[src/rtl/dma_bus_arbiter.sv]
// DMA bus arbiter: responder side of the DMA bus handshake.
// The CPU owns the shared BRAM/peripheral bus until a DMA request arrives.
// On a request the arbiter stalls the core, waits for a safe point, and then
// grants the bus. It takes the bus back on done, on request drop, or at the
// burst limit. After each handback the CPU keeps the bus for a minimum window.
// Every output is a register or a decode of registered state, so no input
// reaches an output combinationally.
module dma_bus_arbiter #(
  parameter int MAX_BURST     = 256,
  parameter int CPU_MIN_SLOTS = 4,
  parameter int CNT_W         = 9
) (
  input  logic             i_Clock,
  input  logic             i_Reset,
  input  logic             i_Dma_Req,
  input  logic             i_Dma_Done,
  input  logic             i_Cpu_Idle,
  output logic             o_Cpu_Stall,
  output logic             o_Bus_Grant,
  output logic             o_Bus_Owner,
  output logic             o_Preempt,
  output logic [1:0]       o_State,
  output logic [CNT_W-1:0] o_Grant_Count
);

  typedef enum logic [1:0] {
    CPU_OWN  = 2'b00,
    DRAIN    = 2'b01,
    DMA_OWN  = 2'b10,
    HANDBACK = 2'b11
  } state_e;

  // The cooldown counter only has to hold CPU_MIN_SLOTS.
  localparam int COOL_W = (CPU_MIN_SLOTS < 1) ? 1 : $clog2(CPU_MIN_SLOTS + 1);

  localparam logic [COOL_W-1:0] COOL_LOAD = COOL_W'(CPU_MIN_SLOTS);
  localparam logic [COOL_W-1:0] COOL_ZERO = {COOL_W{1'b0}};
  localparam logic [COOL_W-1:0] COOL_ONE  = COOL_W'(1);
  localparam logic [CNT_W-1:0]  CNT_ZERO  = {CNT_W{1'b0}};
  localparam logic [CNT_W-1:0]  CNT_ONE   = CNT_W'(1);
  localparam logic [CNT_W-1:0]  BURST_LIM = CNT_W'(MAX_BURST);

  state_e             state_q, state_d;
  logic [COOL_W-1:0]  cool_q, cool_d;
  logic [CNT_W-1:0]   cnt_q, cnt_d;
  logic               preempt_q, preempt_d;

  // Next-state logic for state, cooldown, grant counter and preempt pulse.
  always_comb begin
    state_d   = state_q;
    cool_d    = cool_q;
    cnt_d     = cnt_q;
    preempt_d = 1'b0;
    case (state_q)
      CPU_OWN: begin
        // Requests are level-held, so holding one off during cooldown loses nothing.
        if (cool_q != COOL_ZERO) begin
          cool_d = cool_q - COOL_ONE;
        end else if (i_Dma_Req) begin
          state_d = DRAIN;
        end else begin
          state_d = CPU_OWN;
        end
      end
      DRAIN: begin
        // An aborted request takes priority over the core reaching a safe point.
        if (!i_Dma_Req) begin
          state_d = HANDBACK;
        end else if (i_Cpu_Idle) begin
          state_d = DMA_OWN;
          cnt_d   = CNT_ONE;
        end else begin
          state_d = DRAIN;
        end
      end
      DMA_OWN: begin
        // A normal end (done or request drop) is never reported as a preemption,
        // even when it lands on the same cycle as the burst limit.
        if (i_Dma_Done || !i_Dma_Req) begin
          state_d = HANDBACK;
        end else if (cnt_q == BURST_LIM) begin
          state_d   = HANDBACK;
          preempt_d = 1'b1;
        end else begin
          cnt_d = cnt_q + CNT_ONE;
        end
      end
      HANDBACK: begin
        // Spend one bus-turnaround cycle here, then guarantee the CPU its minimum window.
        state_d = CPU_OWN;
        cool_d  = COOL_LOAD;
      end
      default: begin
        state_d = CPU_OWN;
        cool_d  = COOL_ZERO;
      end
    endcase
  end

  // State and counter registers. Reset clears them at once, which also drops every output.
  always_ff @(posedge i_Clock or negedge i_Reset) begin
    if (!i_Reset) begin
      state_q   <= CPU_OWN;
      cool_q    <= COOL_ZERO;
      cnt_q     <= CNT_ZERO;
      preempt_q <= 1'b0;
    end else begin
      state_q   <= state_d;
      cool_q    <= cool_d;
      cnt_q     <= cnt_d;
      preempt_q <= preempt_d;
    end
  end

  // Outputs are decoded only from registered state.
  assign o_State       = state_q;
  assign o_Cpu_Stall   = (state_q != CPU_OWN);
  assign o_Bus_Grant   = (state_q == DMA_OWN);
  assign o_Bus_Owner   = state_q[1];
  assign o_Preempt     = preempt_q;
  assign o_Grant_Count = cnt_q;

endmodule

[config.mk]
export PLATFORM = sky130hd
export DESIGN_NAME = dma_bus_arbiter
export DESIGN_NICKNAME = d
export VERILOG_FILES = /design/src/rtl/dma_bus_arbiter.sv
export SDC_FILE = /design/constraint.sdc
export NUM_CORES = 1
export LEC_CHECK = 0
export BUFFER_PORTS_ARGS = -buffer_cell sky130_fd_sc_hd__buf_2
export CAP_MARGIN = 20
export CORE_AREA = 4 4 51 53
export DETAILED_ROUTE_END_ITERATION = 6
export DIE_AREA = 0 0 55 57
export PLACE_DENSITY = 0.66
export SKIP_LAST_GASP = 1
export SYNTH_ARGS = -nofsm -noshare
export SYNTH_HDL_FRONTEND = slang
export SYNTH_SLANG_ARGS = --single-unit
[constraint.sdc]
create_clock -name i_Clock -period 2.11 [get_ports i_Clock]
set_input_delay 0.211 -clock i_Clock [delete_from_list [all_inputs] [get_ports i_Clock]]
set_output_delay 0.211 -clock i_Clock [all_outputs]
set_load 0.05 [all_outputs]
======== After elaboration in Yosys (flattened, before gate mapping) ========
Index checks and enable logic that the tools add are counted.
word-level totals
  logic and storage cells ................. 44
  bits in registers ....................... 15
operators by class
  multiplexer cells ....................... 17
  $add $sub $neg .......................... 2
  eq/ne operators ......................... 11
  reduce and logical (&&, ||, !) cells .... 10
operators by type and width
  kind                 number
  $mux 9               4
  $pmux 9 s2           1
  $ne 2x2->1 const B   6
  $mux 2               5
  $add 9x1->9 const B  1
  $eq 9x9->1 const B   1
  $pmux 2 s4           1
  $pmux 3 s2           1
  $reduce_bool 2->1    3
  $reduce_and 5->1     1
  $eq 2x2->1 const B   2
  $mux 1               4
  $reduce_and 2->1     2
  $mux 3               1
  $ne 3x1->1 const B   1
  $reduce_bool 3->1    1
  $sub 3x1->3 const B  1
  $eq 2x1->1 const B   1
  $logic_not 2->1      1
  $logic_not 1->1      1
  $logic_or 1x1->1     1

======== Longest topological paths before layout ========
  depth after elaboration ................. 4
  depth in mapped cells ................... 6
  depth with buffers taken out ............ 6

======== Worst setup path before layout ========
OpenSTA, ideal clock, no wires.
  path type ............................... register to register
  start ................................... reg cnt_q[0], in the netlist o_Grant_Count[0]
  end ..................................... reg cnt_q[4], in the netlist o_Grant_Count[4]
  clock period less this slack ............ 1.953 ns
  library setup time ...................... 0.124 ns
  slack ................................... 0.157 ns
  arrival time ............................ 1.830 ns
  stages on the path, launching flop included .. 7
  cell sequence ........................... dfrtp_1 inv_1 ha_1 nor4b_4 a21o_2 and2_4 a211o_1
between the ends
  longest elaborated chain between the ends .. 4
ends and longest elaborated chain
  what                    line  RTL
  from (decl)             45    logic [CNT_W-1:0] cnt_q, cnt_d;
  from (signal assigned)  110   cnt_q <= cnt_d;
  $add 9x1->9             85    cnt_d = cnt_q + CNT_ONE;
  $mux 9                  81    end else if (cnt_q == BURST_LIM) begin
  $mux 9                  79    if (i_Dma_Done || !i_Dma_Req) begin
  $pmux 9 s2              54    case (state_q)
Several ways; a longest one is shown, not always the timed one. The select of a mux whose other input is x is not followed.
A chain may end at the register's enable or synchronous reset.

======== Worst setup path in the final report ========
Ends and elaborated chain as after synthesis.

==> impl_metrics.env <==
export IMPL_status="finished clean"
export IMPL_holdPathStages=3
export IMPL_syn_to_final_growth_pct=17.0
export IMPL_synth_edff_count=0
export IMPL_post_place_ws_ns=0.438
export IMPL_worst_pin_slew_ns=0.365
export IMPL_wl_per_cell_um=14.1
export IMPL_cts_setup_buffers=0
export IMPL_grt_max_degree=16
export IMPL_netlist_instances=97
export IMPL_yosysTopAreaCellShare_pct=41.4
export IMPL_crit_chain="inv_1 -> ha_1 -> nor4b_4 -> a21o_2 -> and2_4 -> a211o_1"
export IMPL_placementRows=17
export IMPL_endpoint_kind="flip-flop"
export IMPL_cts_buffer_depth=2
export IMPL_hold_class="in -> reg"
export IMPL_grt_pass1_wl_mm=3.50
export IMPL_grt_pass1_vias=797
export IMPL_period_share_pct=80.3
export IMPL_dr_total_vias=794
export IMPL_clock_fmax_ghz=0.590
export IMPL_nNetsFinal=129
export IMPL_syn_area_um2=906
export IMPL_hold_ws_ns=0.291
export IMPL_dieArea_um2=3140
export IMPL_synth_cell_types=36
export IMPL_instances_no_fill=147
export IMPL_setup_viol=0
export IMPL_crit_fanout=7
export IMPL_crit_required_ns=2.28
export IMPL_hold_end="o_Preempt"
export IMPL_track_usage_pct=14.9
export IMPL_max_slew_margin_rel_pct=75.6
export IMPL_layout_drive_gt1_share_pct=25.2
export IMPL_final_period_minus_worst_setup_slack_ns=1.69
export IMPL_dp_hpwl_mm=1.53
export IMPL_rsz0062_at_grt="false"
export IMPL_regToRegSetupSlack_ns=0.42
export IMPL_grt_busiest_layer="met2"
export IMPL_fin_skew_ns=0.00215
export IMPL_yosys_area_top_type="dfrtp_1"
export IMPL_ant_nets=0
export IMPL_wl_mm=2.07
export IMPL_ys_warn_count=0
export IMPL_ios=20
export IMPL_use_met2_pct=23.1
export IMPL_drt_first_pass_iters=4
export IMPL_cp_start_kind="flip-flop"
export IMPL_viasPerCell=5.40
export IMPL_remaining_drc_errors=0
export IMPL_gp_congestion=0.773
export IMPL_antenna_found_initial=0
export IMPL_io_buffer_count=19
export IMPL_critPathMaxStageDelay_ns=0.41
export IMPL_die_h_um=57
export IMPL_use_met3_pct=2.61
export IMPL_cts_tree="yes"
export IMPL_max_cap_violations=0
export IMPL_r2r_end="o_Grant_Count[4]"
export IMPL_path_class="reg -> reg"
export IMPL_crit_arrival_ns=1.87
export IMPL_synth_seq_cells=15
export IMPL_antenna_cells_inserted=0
export IMPL_dp_cells=142
export IMPL_hp_start="i_Dma_Done"
export IMPL_synth_area_per_cell_um2=9.34
export IMPL_peakVddDrop_uv=632
export IMPL_ys_top_cells_by_area="dfrtp_1 (41%), ha_1 (5.5%), a21oi_1 (4.4%), nand2_1 (3.7%), a211o_1 (2.9%)"
export IMPL_r2r_cells=6
export IMPL_leakagePower_nw=0.522
export IMPL_cts_clk_slew_worst_paths_ns=0.09
export IMPL_slew_violations=0
export IMPL_finalSetupTns_ns=0
export IMPL_coreArea_um2=2150
export IMPL_grt_overflow_total=0
export IMPL_die_w_um=55
export IMPL_drt_initial_drc_count=6
export IMPL_hold_viol_final=0
export IMPL_clk_root_buffer_cell="clkbuf_4"
export IMPL_rr_startpoint="o_Grant_Count[0]"
export IMPL_numCtsBuffers=3
export IMPL_cts_sinks=15
export IMPL_power_density_nw_per_um2=1500
export IMPL_clk_latency_ns=0.28
export IMPL_seq_area_frac_synth_pct=41.4
export IMPL_worst_slack_ns=0.416
export IMPL_p_total_w=0.00159
export IMPL_async_flop_share_pct=100
export IMPL_yosys_most_used_dff="dfrtp_1"
export IMPL_slowest_stage="dfrtp_1"
export IMPL_grt_use_met1_pct=19.2
export IMPL_initial_utilization_pct=42.2
export IMPL_htree_levels=1
export IMPL_synth_nets=106
==> how the worst max path moves through the flow <==
stage | depth (start not counted) | to | start | slack, ns
final | 6 | o_Grant_Count[4] | o_Grant_Count[0] | 0.42
after detailed placement | 6 | o_Grant_Count[4] | o_Grant_Count[0] | 0.44
after global routing | 6 | o_Grant_Count[5] | o_Grant_Count[0] | 0.31
after floorplan | 6 | o_Grant_Count[4] | o_Grant_Count[0] | 0.16
after global placement | 6 | o_Grant_Count[8] | o_Grant_Count[0] | 0.50
after CTS | 6 | o_Grant_Count[4] | o_Grant_Count[0] | 0.42
==> cells in the mapped netlist, types with 2 or more instances <==
cell type and n:
dfrtp_1 15, nand2_1 9, a21oi_1 8, inv_1 5
nor2_1 5, nor3_1 5, o21ai_0 5, and3_1 4
ha_1 4, nand3_1 4, a211o_1 3, a31oi_1 2
nand2b_1 2, nor2b_1 2, o21a_1 2, o2bb2ai_1 2
==> sequential cells by signal, indices dropped and copies added (netlist names), named ones only <==
name and flops:
cool_q 3, o_Grant_Count 9, o_Preempt 1, o_State 1
==> through the flow <==
step / util (%) / instance area [µm²]
6_report: 49.3 / 1060
5_1_grt: 49.3 / 1060
4_1_cts: 49.3 / 1060
3_5_place_dp: 47.6 / 1020
3_3_place_gp: 47.6 / 1020
2_1_floorplan: - / 906
==> repair_timing <==
item / 4_1_cts / 5_1_grt
endpoints found under the setup margin: 0 / 0
hold buffers: 1 / 0
gates resized for setup: 0 / 0
endpoints found under the hold margin: 15 / 0
==> cells in the final DEF, fill, tap and decap left out, types with 2 or more instances in the layout <==
| cell | n |
|---|---|
| buf_2 | 19 |
| dfrtp_1 | 15 |
| nand2_1 | 9 |
| a21oi_1 | 8 |
| inv_1 | 5 |
| nor2_1 | 5 |
| o21ai_0 | 5 |
| nor3_1 | 5 |
| nand3_1 | 4 |
| and3_1 | 4 |
| ha_1 | 4 |
| a211o_1 | 3 |
| clkbuf_4 | 3 |
| nand2b_1 | 2 |
| o21a_1 | 2 |
| nor2b_1 | 2 |
| o2bb2ai_1 | 2 |
| a31oi_1 | 2 |
| buf_4 | 2 |
==> critical path, delay by kind of cell, from the launching register on <==
family / cells / cell delay, ns
AO/OA/AOI/OAI: 2 / 0.57
flip-flops: 1 / 0.41
AND/OR/NAND/NOR: 2 / 0.31
adder cells (fa/ha/maj): 1 / 0.21
buffers and inverters: 1 / 0.09
==> final cells by class <==
class                           count  area [µm²]
Clock buffer                        4        26.3
Inverter                            6        22.5
Multi-Input combinational cell     72         480
Sequential cell                    15         375
Timing Repair Buffer               22         120
Tap cell                           28        35.0
Fill cell                         217        1090
==> report_power, final <==
group | leakage [nW] | switching, W | internal, W
Combinational | 0.313 | 0.000642 | 0.000294
Clock | 0.0150 | 0.0000943 | 0.0000734
Sequential | 0.194 | 0.000116 | 0.000376
Total | 0.522 | 0.000852 | 0.000743
==> metal layers <==
metal	part of all wire, %	up-vias
met5	0	-
met3	3.6	4
met1	46	377
met2	49	14
met4	1.8	0
li1	-	399
==> kinds of logic (layout without fill, tap and decap cells) <==
kind of cell | after synthesis | after routing | synth area share (%)
simple gates | 40 | 40 | 26.8
compound gates | 27 | 27 | 19.6
fa+ha+maj | 4 | 4 | 5.53
buf+inv | 10 | 32 | 5.52
mux | 1 | 1 | 1.11
flops | 15 | 15 | 41.4
(Power assumes the default switching activity.)
